$ cat config.mk
export PLATFORM = sky130hd
export DESIGN_NAME = display_mode_controller
export DESIGN_NICKNAME = d
export VERILOG_FILES = /design/src/rtl/display_mode_controller.sv
export SDC_FILE = /design/constraint.sdc
export NUM_CORES = 1
export LEC_CHECK = 0
export BUFFER_PORTS_ARGS = -buffer_cell sky130_fd_sc_hd__buf_2
export CORE_MARGIN = 3
export CORE_UTILIZATION = 55
export CTS_CLUSTER_DIAMETER = 80
export DETAILED_ROUTE_END_ITERATION = 12
export PLACE_DENSITY_LB_ADDON = 0.2
export SLEW_MARGIN = 20
export SYNTH_ARGS = -nofsm -noshare
export SYNTH_HDL_FRONTEND = slang
export SYNTH_SLANG_ARGS = --single-unit
$ cat constraint.sdc
create_clock -name clk -period 4.65 [get_ports clk]
set_input_delay 0.93 -clock clk [delete_from_list [all_inputs] [get_ports clk]]
set_output_delay 0.93 -clock clk [all_outputs]
set_load 0.005 [all_outputs]
$ cat src/rtl/display_mode_controller.sv
// Display source sequencer for the alarm clock: current time, alarm preview
// and keypad entry sessions with digit counting, timeout and commit pulses.
module display_mode_controller #(
  parameter int PREVIEW_SECS = 5,
  parameter int TIMEOUT_SECS = 10,
  parameter int CNT_W        = 4
) (
  input  logic       clk,
  input  logic       reset_n,
  input  logic       one_sec,
  input  logic       show_alarm,
  input  logic       set_time,
  input  logic       set_alarm,
  input  logic       key_pressed,
  input  logic       cancel,
  output logic [1:0] selector,
  output logic [2:0] digit_count,
  output logic       entry_active,
  output logic       commit_time,
  output logic       commit_alarm,
  output logic       clear_keypad
);

  typedef enum logic [1:0] {
    CURRENT = 2'd0,
    PREVIEW = 2'd1,
    ENTRY   = 2'd2
  } state_t;

  localparam logic [CNT_W-1:0] PV_LIM  = CNT_W'(PREVIEW_SECS);
  localparam logic [CNT_W-1:0] TO_LIM  = CNT_W'(TIMEOUT_SECS);
  localparam logic [CNT_W-1:0] SEC_MAX = '1;
  localparam logic [2:0]       DIGITS  = 3'd4;

  state_t           state, state_n;
  logic [2:0]       cnt_n;
  logic [CNT_W-1:0] sec_cnt, sec_n, sec_inc;
  logic             target, tgt_n;
  logic             ct_n, ca_n, clr_n;

  always_ff @(posedge clk or negedge reset_n) begin
    if (!reset_n) begin
      state        <= CURRENT;
      digit_count  <= '0;
      sec_cnt      <= '0;
      target       <= 1'b0;
      commit_time  <= 1'b0;
      commit_alarm <= 1'b0;
      clear_keypad <= 1'b0;
    end else begin
      state        <= state_n;
      digit_count  <= cnt_n;
      sec_cnt      <= sec_n;
      target       <= tgt_n;
      commit_time  <= ct_n;
      commit_alarm <= ca_n;
      clear_keypad <= clr_n;
    end
  end

  // Saturating increment so a stalled limit can never wrap to zero
  assign sec_inc = (sec_cnt == SEC_MAX) ? sec_cnt : sec_cnt + 1'b1;

  always_comb begin
    state_n = state;
    cnt_n   = digit_count;
    sec_n   = sec_cnt;
    tgt_n   = target;
    ct_n    = 1'b0;
    ca_n    = 1'b0;
    clr_n   = 1'b0;
    if (cancel) begin
      state_n = CURRENT;
      cnt_n   = '0;
      sec_n   = '0;
    end else if (set_time || set_alarm) begin
      state_n = ENTRY;
      tgt_n   = !set_time;
      cnt_n   = '0;
      sec_n   = '0;
      clr_n   = 1'b1;
    end else begin
      unique case (state)
        CURRENT: begin
          sec_n = '0;
          if (show_alarm) state_n = PREVIEW;
        end
        PREVIEW: begin
          if (show_alarm) begin
            sec_n = '0;
          end else if (one_sec) begin
            if (sec_inc >= PV_LIM) begin
              state_n = CURRENT;
              sec_n   = '0;
            end else begin
              sec_n = sec_inc;
            end
          end
        end
        ENTRY: begin
          // Full entry is shown for one cycle, then committed
          if (digit_count == DIGITS) begin
            ct_n    = !target;
            ca_n    = target;
            state_n = CURRENT;
            cnt_n   = '0;
            sec_n   = '0;
          end else if (key_pressed) begin
            cnt_n = digit_count + 3'd1;
            sec_n = '0;
          end else if (one_sec) begin
            if (sec_inc >= TO_LIM) begin
              state_n = CURRENT;
              cnt_n   = '0;
              sec_n   = '0;
            end else begin
              sec_n = sec_inc;
            end
          end
        end
        default: begin
          state_n = CURRENT;
          cnt_n   = '0;
          sec_n   = '0;
        end
      endcase
    end
  end

  assign selector     = state;
  assign entry_active = (state == ENTRY);

endmodule

==> out/results.env <==
POWER.LEAKAGE_nW=0.473
IO_PINS=17
CLOCKBUFFERDEPTH=2
MAX_SLEW.WORST_PIN.SLEW_NS=0.945
POST_DRT_WL_PER_CELL_UM=13.9
NUMBER_OF_DIFFERENT_LIBRARY_CELLS_IN_THE_POST_SYNTHESIS_NETLIST=37
HTREE_NUM_LEVELS=1
CTS_TREE='built'
INITIAL_CORE_UTIL=0.594
ROWS=14
YS_SEQ_ELEMENTS=13
GRT_MAX_DEGREE=14
CTS.HOLD.BUFFERS_ADDED=0
IO_BUFFER_COUNT=16
CTS.ROOT.BUFFER_CELL='sky130_fd_sc_hd__clkbuf_4'
SYNTHCELLS=98
PWR_DENSITY_CELL_nW_PER_UM2=214
CP.REQUIRED_NS=4.82
DIE_SPAN_X_UM=46.8
FINALSETUPVIOLATIONS=0
DRTITER0DRC=30
VIAS_PER_CELL=5.89
PLACE_CONGESTION=0.839
POSTCTSSETUPBUFFERS=0
SYNTH_ENABLE_FLOP_CELLS=0
FINALHOLDVIOLCOUNT=0
PLACE_HPWL_UM=1430
SETUP_TOTAL_NEGATIVE_SLACK_NS=0
CLKTRANSATPATHREGS_NS=0.08
DIE_AREA_UM2=2190
GRT_PASS1_VIAS=647
DRV_CAP=0
CLK-INSERTION-DELAY-LATE_NS=0.27
GRT_SETUP_UNREPAIRED='false'
ANTENNA_VIOLATING_NETS_POST_ROUTE=0
CTS.REPAIR.RESIZED=0
SYN_AREA_UM2=916
VIA_COUNT=771
FIRST_PASS_GRT_WIRE_LENGTH_UM=2870
FINAL_MAX_SLEW_VIOL_COUNT=0
CRITICAL_PATH_PEAK_FANOUT=11
SYNTH_TOP_FLOP_CELL='sky130_fd_sc_hd__dfrtp_1'
WORST_IR_DROP_VDD_mV=0.141
ANTENNA-DIODE-COUNT=0
POST_SYNTH.CELL_AREA_AVG_UM2=9.35
TIMING.SLEW.HEADROOM=0.365
TRITONCTS_SINKS=13
NET_COUNT_OF_THE_FINISHED_LAYOUT=132
RRSETUPSLACK_NS=2.40
SYNTHARSTFLOPSHARE=1.00
DPL_WORST_SLACK_NS=1.76
DIE_Y_UM=46.8
SETUP_WS_NS=2.04
FIN_WORST_SKEW_NS=0.00174
GRT_ANTENNA_BEFORE_REPAIR=0
CTS_BUFFER_COUNT=3
LAYOUT_MIN_CYCLE_TIME_NS=2.61
ROUTE.DETAILED.DRC=0
GLOBALROUTETOTALUTIL=0.184
YOSYSWARNINGCOUNT=0
NUM-FILL-CELLS=139
HOLD_CLASS='flip-flop to flip-flop'
STARTPOINT_TYPE='input port'
COREAREA_UM2=1540
CRITPATHCAPTURETYPE='flip-flop'
SYNTHESIS.NETS=114
WORST-SETUP-PATH-TYPE='input port to flip-flop'
GLOBAL_ROUTE.OVERFLOW_TOTAL=0
DETAIL_ROUTE.FIRST_PASS.ITERATIONS=4
AREAGROWTHSYNTHTOFINISH_PCT=11.5
SYNTH.YOSYS.SEQ_AREA_SHARE=0.355
CLOCK.FMAX_MHz=384
RUN_STATUS='complete, no violations'
REPORT.POWER.TOTAL_uW=219
LAYOUT_WORST_PATH_CYCLE_SHARE=0.560
LAYOUT-DRIVE-GT1-SHARE=0.243
ROUTED_WIRELENGTH_UM=1830
WORST-ENDPOINT-ARRIVAL_NS=2.78
cell usage in the layout, fill, tap and decap left out, drive strengths merged, types with 2 or more instances in the layout:
master	netlist	layout
nand2	10	10
nand3b	3	3
clkbuf	0	4
a32o	2	2
nor2	4	4
o41ai	2	2
o221a	2	2
o22ai	2	2
nor3	2	2
o21ai	8	8
nand2b	3	3
a211oi	3	3
ha	8	8
mux2i	3	3
inv	10	10
buf	3	16
dfrtp	13	13
or2	2	2
nand3	5	5
path summary, 6_finish.rpt:
check                           start        endpoint  cells after the start
hold reg to reg                target     commit_time                      1
max in group asynchronous     reset_n  digit_count[1]                      1
setup reg to reg           sec_cnt[0]      sec_cnt[1]                      7
min in group asynchronous     reset_n    clear_keypad                      1
hold / removal                 target     commit_time                      1
setup / recovery               cancel      sec_cnt[0]                      6
layer usage:
layer / vias up / GRT usage / wire [um]
li1: 387 / - / -
met1: 357 / 0.278 / 879
met2: 25 / 0.271 / 824
met3: 2 / 0.0230 / 113
met4: 0 / 0.0663 / 9
met5: - / 0 / 0
cells in the mapped netlist (all sizes together) (2+ instances only):
cell type,n,area (um2)
a211oi,3,27.5
a32o,2,20.0
buf,3,21.3
dfrtp,13,325
ha,8,100
inv,10,37.5
mux2i,3,30.0
nand2,10,37.5
nand2b,3,18.8
nand3,5,25.0
nand3b,3,22.5
nor2,4,15.0
nor3,2,10.0
o21ai,8,40.0
o221a,2,31.3
o22ai,2,12.5
o41ai,2,25.0
or2,2,12.5
report_power, final:
group          internal, mW  switching, mW  total [mW]
clock network        0.0332         0.0375      0.0707
registers             0.116        0.00287       0.119
logic                0.0125         0.0169      0.0293
total                 0.162         0.0572       0.219
layout make-up:
class,instances,area (um2),area share
clock buffers,4,26.3,0.0257
flip-flops and latches,13,325,0.319
well taps,16,20.0,0.0196
repair buffers,16,80.1,0.0784
inverters,10,37.5,0.0368
multi-input cells,72,532,0.521
worst max-delay path, stage by stage:
cell and delay [ns]:
sky130_fd_sc_hd__buf_2 0.10, sky130_fd_sc_hd__nor3_1 0.77, sky130_fd_sc_hd__nand3b_1 0.23, sky130_fd_sc_hd__a21oi_2 0.36, sky130_fd_sc_hd__nor2_1 0.12, sky130_fd_sc_hd__a32o_1 0.27
state kept, by name (all words and copies together), names as in the netlist:
name	count
target	1
commit_alarm	1
digit_count	3
clear_keypad	1
sec_cnt	4
commit_time	1
selector	2
per-stage QoR:
step	hold slack (ns)	instance area, um2	utilization	cells
final	0.452	1020	0.662	131
after global routing	0.474	1020	0.662	131
after CTS	0.461	1020	0.662	131
after detailed placement	0.450	995	0.645	127
after global placement	0.444	995	0.645	127
after floorplan	0.423	916	-	98
kinds of logic (layout without fill, tap and decap cells):
| kind of cell | count (synthesis) | count (layout) | share of synthesized area |
|---|---|---|---|
| AO/OA/AOI/OAI | 25 | 25 | 0.223 |
| adder cells (fa/ha/maj) | 8 | 8 | 0.109 |
| multiplexers | 4 | 4 | 0.0451 |
| AND/OR/NAND/NOR | 35 | 35 | 0.204 |
| buffers and inverters | 13 | 30 | 0.0642 |
| flip-flops | 13 | 13 | 0.355 |
Note: power is estimated with default switching activity, not from simulation.
